$ cat src/rtl/psi_pkg.sv
// psi_pkg: shared FSM state type and index-width helper for the PSI index extractor.
package psi_pkg;

   typedef enum logic [1:0] {IDLE, SCAN, DONE} state_t;

   function automatic int idx_w(input int n);
      return (n > 1) ? $clog2(n) : 1;
   endfunction

endpackage

$ cat src/rtl/psi_lsb_encoder.sv
// psi_lsb_encoder: lowest-set-bit finder for one scan window.
// Ports: win (W-bit window) -> found (any bit set), pos (index of lowest set bit, 0 when none).
module psi_lsb_encoder
   import psi_pkg::*;
#(
   parameter int W  = 8,
   parameter int PW = idx_w(W)
) (
   input  logic [W-1:0]  win,
   output logic          found,
   output logic [PW-1:0] pos
);

   always_comb begin
      found = |win;
      pos   = '0;
      // scanning downward leaves the lowest set bit as the final assignment
      for (int i = W - 1; i >= 0; i--)
         if (win[i]) pos = PW'(i);
   end

endmodule

$ cat src/rtl/psi_index_extract.sv
// psi_index_extract: captures the PSI membership vector on start and streams the index of
// every set bit in ascending order over valid/ready, then pulses done with the cardinality.
// Ports: clk, rst (async, active-low), start/in_vec (capture request in IDLE),
//        out_valid/out_ready/out_index (index stream), busy, done (1-cycle pulse),
//        count (indices accepted in the current or last scan).
module psi_index_extract
   import psi_pkg::*;
#(
   parameter  int B  = 256,
   parameter  int W  = 8,
   localparam int IW = idx_w(B),
   localparam int PW = idx_w(W)
) (
   input  logic          clk,
   input  logic          rst,
   input  logic          start,
   input  logic [B-1:0]  in_vec,
   output logic          busy,
   output logic          out_valid,
   input  logic          out_ready,
   output logic [IW-1:0] out_index,
   output logic          done,
   output logic [IW:0]   count
);

   localparam logic [IW-1:0] LAST_BASE = IW'(B - W);
   localparam logic [IW-1:0] STEP      = IW'(W);

   state_t        state_q, state_d;
   logic [B-1:0]  vec_q, vec_d;
   logic [IW-1:0] base_q, base_d;
   logic [IW:0]   count_q, count_d;
   logic          found;
   logic [PW-1:0] pos;

   psi_lsb_encoder #(.W(W), .PW(PW)) u_enc (
      .win   (vec_q[base_q +: W]),
      .found (found),
      .pos   (pos)
   );

   assign busy      = (state_q != IDLE);
   assign out_valid = (state_q == SCAN) && found;
   assign done      = (state_q == DONE);
   assign out_index = out_valid ? base_q + IW'(pos) : '0;
   assign count     = count_q;

   always_comb begin
      state_d = state_q;
      vec_d   = vec_q;
      base_d  = base_q;
      count_d = count_q;
      case (state_q)
         IDLE: if (start) begin
            vec_d   = in_vec;
            base_d  = '0;
            count_d = '0;
            state_d = SCAN;
         end
         SCAN: if (found) begin
            // accepted bits are cleared so the window drains to zero before base advances
            if (out_ready) begin
               vec_d[out_index] = 1'b0;
               count_d          = count_q + 1'b1;
            end
         end else if (base_q == LAST_BASE) begin
            state_d = DONE;
         end else begin
            base_d = base_q + STEP;
         end
         default: state_d = IDLE;
      endcase
   end

   always_ff @(posedge clk or negedge rst) begin
      if (!rst) begin
         state_q <= IDLE;
         vec_q   <= '0;
         base_q  <= '0;
         count_q <= '0;
      end else begin
         state_q <= state_d;
         vec_q   <= vec_d;
         base_q  <= base_d;
         count_q <= count_d;
      end
   end

endmodule
$ cat config.mk
export PLATFORM = sky130hd
export DESIGN_NAME = psi_index_extract
export DESIGN_NICKNAME = d
export VERILOG_FILES = /design/src/rtl/psi_pkg.sv /design/src/rtl/psi_lsb_encoder.sv /design/src/rtl/psi_index_extract.sv
export SDC_FILE = /design/constraint.sdc
export NUM_CORES = 1
export LEC_CHECK = 0
export ABC_AREA = 0
export CAP_MARGIN = 20
export CORE_MARGIN = 2
export CORE_UTILIZATION = 50
export DETAILED_ROUTE_END_ITERATION = 8
export PLACE_DENSITY = 0.77
export RECOVER_POWER = 25
export SETUP_SLACK_MARGIN = 0.5
export SYNTH_ARGS = -nofsm -noshare
export SYNTH_HDL_FRONTEND = slang
export SYNTH_SLANG_ARGS = --single-unit
$ cat constraint.sdc
create_clock -name clk -period 5.5 [get_ports clk]
set_input_delay 0.55 -clock clk [delete_from_list [all_inputs] [get_ports clk]]
set_output_delay 0.55 -clock clk [all_outputs]
set_load 0.02 [all_outputs]
==> results of run 1 <==
## per-layer routing
metal / up-vias / global-route usage / share of wire
met5: - / 0 / 0
met4: 0 / 0.140 / 0.043
met3: 147 / 0.0857 / 0.11
met2: 874 / 0.525 / 0.45
met1: 6499 / 0.467 / 0.39
li1: 5768 / - / -
## worst max-delay path by stage
stage,from,end
floorplan,base_q[3],vec_q[0]
CTS,base_q[4],out_index[1]
detailed placement,base_q[4],out_index[2]
finish,base_q[4],out_index[0]
global route,base_q[4],out_index[3]
global placement,base_q[4],out_index[2]
## worst max-delay path, cell delays in order (launching register included)
cell	delay, ps
dfrtp_4	520
buf_4	160
buf_4	140
mux4_2	420
mux2_2	280
a221oi_1	410
a21oi_2	110
buf_4	190
a211o_1	270
a21o_1	200
nor2b_1	150
buf_6	190
and2_1	180
clkdlybuf4s50_1	530
## power groups by stage
| stage | Sequential, mW | Clock (mW) | Combinational (mW) |
|---|---|---|---|
| detailed placement | 2.76 | 0 | 3.48 |
| global placement | 2.75 | 0 | 3.45 |
| floorplan | 2.58 | 0 | 2.21 |
| CTS | 2.70 | 2.08 | 3.63 |
| global route | 2.71 | 2.17 | 3.99 |
| finish | 2.68 | 2.07 | 3.81 |
## metrics by stage
step / utilization / area [um2] / setup slack (ps)
floorplan: - / 14800 / 1650
global placement: 0.627 / 18100 / 646
detailed placement: 0.627 / 18100 / 612
CTS: 0.666 / 19200 / 502
global route: 0.668 / 19300 / 494
finish: 0.668 / 19300 / 618
## logic make-up (layout without fill, tap and decap cells)
kind of cell	Yosys count	in the layout	synth area share
AO/OA/AOI/OAI	413	413	0.178
AND/OR/NAND/NOR	281	281	0.0956
flip-flops	272	272	0.461
multiplexers	267	267	0.217
buffers and inverters	129	418	0.0381
XOR/XNOR	12	12	0.00712
adder cells (fa/ha/maj)	3	3	0.00254
other	1	1	0.000254
## area by class of cell
type,count,area [um2]
clock buffer,42,835
clock inverter,11,173
fill,2201,9580
inverter,9,36.3
multi-input combinational,977,7470
sequential,272,6820
tap,384,480
timing repair buffer,356,3460
## synthesized netlist by cell type, drive strengths merged (2+ instances only)
library cell	number
mux4	40
a211o	2
a311oi	9
o221ai	18
xnor2	4
a211oi	2
inv	9
and2	9
nor3b	3
mux2i	203
clkbuf	70
o22ai	12
ha	3
a32oi	3
o41ai	64
nand4	5
a31oi	21
nand2	112
mux2	24
o211ai	4
nor3	20
and3	6
a21o	7
a221oi	6
nor4	14
a221o	10
buf	50
nand3	15
a41oi	3
a21oi	167
nor2	78
xor2	8
o32ai	2
nor2b	7
o21a	2
nand2b	5
dfrtp	272
o21ai	77
## timing repair
action,CTS,global route
endpoints found under the setup margin,7,6
pin swaps,0,1
setup buffers,7,4
gates resized for setup,13,5
endpoints found under the hold margin,0,0
## sequential cells by signal (all words and copies together), names as in the netlist
register and count:
count 9, base_q 5, state_q 2, vec_q 256
==> results.cfg, run 1 <==
[run_status]
status = finished with violations
violations = capacitance limit, slew limit

[worst_setup_path]
r2r-end = vec_q[148]
arrival_ps = 4330
start_kind = flip-flop
r2r-start = base_q[4]
critPathKind = flip-flop to output pin
worst_ep_required_time_ps = 4950
crit_path_max_fanout = 17
regToRegSetupSlack_ps = 880
setup.worst_path.end_class = output pin
reg2reg_depth = 17

[die]
core_area_um2 = 28900
rows = 62
io_pins = 280
die_h_um = 176
fp.dieArea_um2 = 30900
die_w_um = 176
start_util = 0.512

[place]
dp_hpwl_mm = 38.5
io_buffer_count = 279
dp.cells = 1985
place_congestion = 0.976

[synth]
synth_cells = 1378
synthTopCellsByArea = dfrtp_1 (46%), mux2i_1 (14%), mux4_2 (6.1%)
yosysWarnings = 0
synth_flop_cell = dfrtp_1
synth_edf_count = 0
synth.avg_cell_area_um2 = 10.7
yosys.area.top_type_share = 0.461
synth_seq_cells = 272
synth_nets = 1641
seq_area_frac_synth = 0.461
synthArstFlopShare = 1.00
ys_types = 64
synth_area_leader_cell = dfrtp_1
syn_area_um2 = 14800

[clock_tree]
clock_sinks = 272
cts-htree-levels = 1
clock_path_buffers = 3
cts_root_buf = clkbuf_16
hold_buffers = 0
clkTransAtPathRegs_ps = 60
numCtsBuffers = 29
cts_tree = done
clk_latency_ps = 560

[worst_hold_path]
worstHoldPathType = flip-flop to flip-flop
whs_path_depth = 2
hp-start = vec_q[47]
worstHoldEndpoint = vec_q[47]

[finish]
drive_gt1_frac = 0.142
final_common_cell = clkdlybuf4s50_1
instances_no_fill = 2051
antenna_cells = 0
mostFrequentLayoutCells = clkdlybuf4s50_1 (277), dfrtp_1 (269), mux2i_1 (203)
area_growth_pct = 30.5
nNetsFinal = 1908

[routing]
routed-via-count = 13288
drt-pass1-iter-count = 6
dr.first_iter.drc_count = 1652
vias_per_cell = 6.48
routed_wl_mm = 53.6
ant_nets = 0
wl_per_cell_um = 26.1
drc_errors = 0

[pwr]
seq_power_share = 0.313
sw_frac_of_total = 0.403
p_per_area_nw_per_um2 = 445
intPower_mw = 5.11
switchingPower_mw = 3.45
p_leak_nw = 7.58
pwr-share-clk = 0.242
ir_worst_vdd_mv = 0.262
power.total_mw = 8.57
comb_power_share = 0.445

[global_routing]
grt_pass1_vias = 13141
grt_overflow = 0
grt_usage = 0.342
antenna_found_initial = 0
grt_max_degree = 163
grt_pass1_wl_mm = 79.6

[sta]
skew_ps = 20.2
maxSlewViolCount = 128
clock.fmax_ghz = 0.205
holdWs_ps = 527
finalHoldViolations = 0
rsz0062_at_grt = false
post-route-period-util = 0.888
finalCriticalPeriod_ps = 4880
setup_tns_ps = 0
setup_viol = 0
tightestPinTransition_ps = 3260
slew_headroom = -1.17

[job]
cap_violations = 1
(Power assumes the default switching activity.)
==> run 2: changes to the inputs <==
- SLEW_MARGIN: default -> 20
==> results.cfg, run 2 (same netlist as run 1, synthesis figures left out) <==
[finish]
largest-register = vec_q
drive_gt1_frac = 0.142
final_common_cell = clkdlybuf4s50_1
fin_area_um2 = 19300
nNetsFinal = 1907
largest_register_ffs = 256
area_growth_pct = 30.5
mostFrequentLayoutCells = clkdlybuf4s50_1 (277), dfrtp_1 (269), mux2i_1 (203)
antenna_cells = 0
instances_no_fill = 2050

[die]
start_util = 0.512
die_h_um = 176
io_pins = 280
rows = 62
core_area_um2 = 28900
fp.dieArea_um2 = 30900
die_w_um = 176

[sta]
setup_tns_ps = 0
setup_viol = 0
rsz0062_at_grt = false
holdWs_ps = 523
finalCriticalPeriod_ps = 4890
finalHoldViolations = 0
skew_ps = 15.3
slew_headroom = -1.16
clock.fmax_ghz = 0.205
tightestPinTransition_ps = 3240
setup_ws_ps = 612
maxSlewViolCount = 128
post-route-period-util = 0.889

[routing]
dr.first_iter.drc_count = 1583
vias_per_cell = 6.51
drt-pass1-iter-count = 7
ant_nets = 0
wl_per_cell_um = 26.1
drc_errors = 0
routed-via-count = 13337
routed_wl_mm = 53.5

[clock_tree]
cts_root_buf = clkbuf_16
clkTransAtPathRegs_ps = 60
numCtsBuffers = 29
clock_sinks = 272
clock_path_buffers = 3
clk_latency_ps = 560
cts_tree = done
hold_buffers = 0
cts-htree-levels = 1

[global_routing]
grt_pass1_vias = 13141
antenna_found_initial = 0
grt_pass1_wl_mm = 79.6
grt_overflow = 0
grt_usage = 0.342
grt_max_degree = 163

[job]
cap_violations = 1

[worst_setup_path]
crit_buf_inv = 5
start_kind = flip-flop
path_cells = buf_4 > buf_4 > mux4_2 > mux2_2 > a221oi_1 > a21oi_2 > buf_4 > a211o_1 > a21o_1 > nor2b_1 > buf_6 > and2_1 > clkdlybuf4s50_1
worst_ep_required_time_ps = 4950
critPathMaxStageDelay_ps = 530
arrival_ps = 4340
setup.worst_path.end_class = output pin
critPathKind = flip-flop to output pin
crit_path_max_fanout = 17
crit_family = buffers and inverters
cpMostUsedCell = buf_4
critPathSlowestCell = clkdlybuf4s50_1

[pwr]
pwr-share-clk = 0.242
ir_worst_vdd_mv = 0.262
sw_frac_of_total = 0.403
intPower_mw = 5.11
seq_power_share = 0.314
p_per_area_nw_per_um2 = 444
switchingPower_mw = 3.45
comb_power_share = 0.445
p_leak_nw = 7.57

[place]
io_buffer_count = 279
dp_hpwl_mm = 38.5
place_congestion = 0.976
place_area_um2 = 18100
place_ws_ps = 612
dp.cells = 1985

[worst_hold_path]
worstHoldPathType = flip-flop to flip-flop

[run_status]
status = finished with violations
violations = capacitance limit, slew limit
## run 2: changes by cell type in the layout (fill, tap and decap cells not counted)
cell	before	now
buf_6	5	4
nor2_1	74	73
nor2_2	4	5
## run 2: power by group through the flow
stage	Clock, mW	Combinational, mW	Sequential [mW]
after CTS	2.08	3.63	2.70
final	2.07	3.81	2.69
after global placement	0	3.45	2.75
after floorplan	0	2.21	2.58
after global routing	2.17	3.98	2.71
after detailed placement	0	3.48	2.76
## run 2: worst register-to-register path: cells and delay by family (launching register included)
family,cells,cell delay [ps]
flops,1,520
compound gates,4,920
fa+ha+maj,1,340
buf+inv,4,760
mux,2,700
simple gates,6,1200
## run 2: per-layer routing
layer	up-vias	track usage	routed length, um
met5	-	0	0
met4	0	0.140	2360
met3	151	0.0857	5610
met2	832	0.525	24200
met1	6590	0.467	21400
li1	5764	-	-
## run 2: final cells by class
type / instances / area [um2]
Multi-Input combinational cell: 977 / 7480
Timing Repair Buffer: 355 / 3450
Inverter: 9 / 36.3
Tap cell: 384 / 480
Clock inverter: 11 / 173
Clock buffer: 42 / 835
Sequential cell: 272 / 6820
Fill cell: 2201 / 9590
## run 2: path summary, 6_finish.rpt
| path | startpoint | endpoint | slack (ps) | cells past startpoint |
|---|---|---|---|---|
| max reg2reg | base_q[4] | vec_q[148] | 900 | 17 |
| min in group asynchronous | rst | vec_q[83] | 1050 | 1 |
| min | vec_q[47] | vec_q[47] | 520 | 2 |
| max in group asynchronous | rst | vec_q[251] | 2330 | 2 |
| max | base_q[4] | out_index[0] | 610 | 13 |
| min reg2reg | vec_q[47] | vec_q[47] | 520 | 2 |
## run 2: repair_timing
action                                  in CTS  in global routing
pin swaps                                    0                  1
gates resized for setup                     13                  5
setup buffers                                7                  4
cloned                                       0                  0
endpoints found under the setup margin       7                  6
## run 2: per-stage QoR
stage                     total power, mW  utilization
after floorplan                      4.79            -
after global placement               6.20        0.627
after detailed placement             6.25        0.627
after CTS                            8.40        0.666
after global routing                 8.86        0.668
final                                8.56        0.668
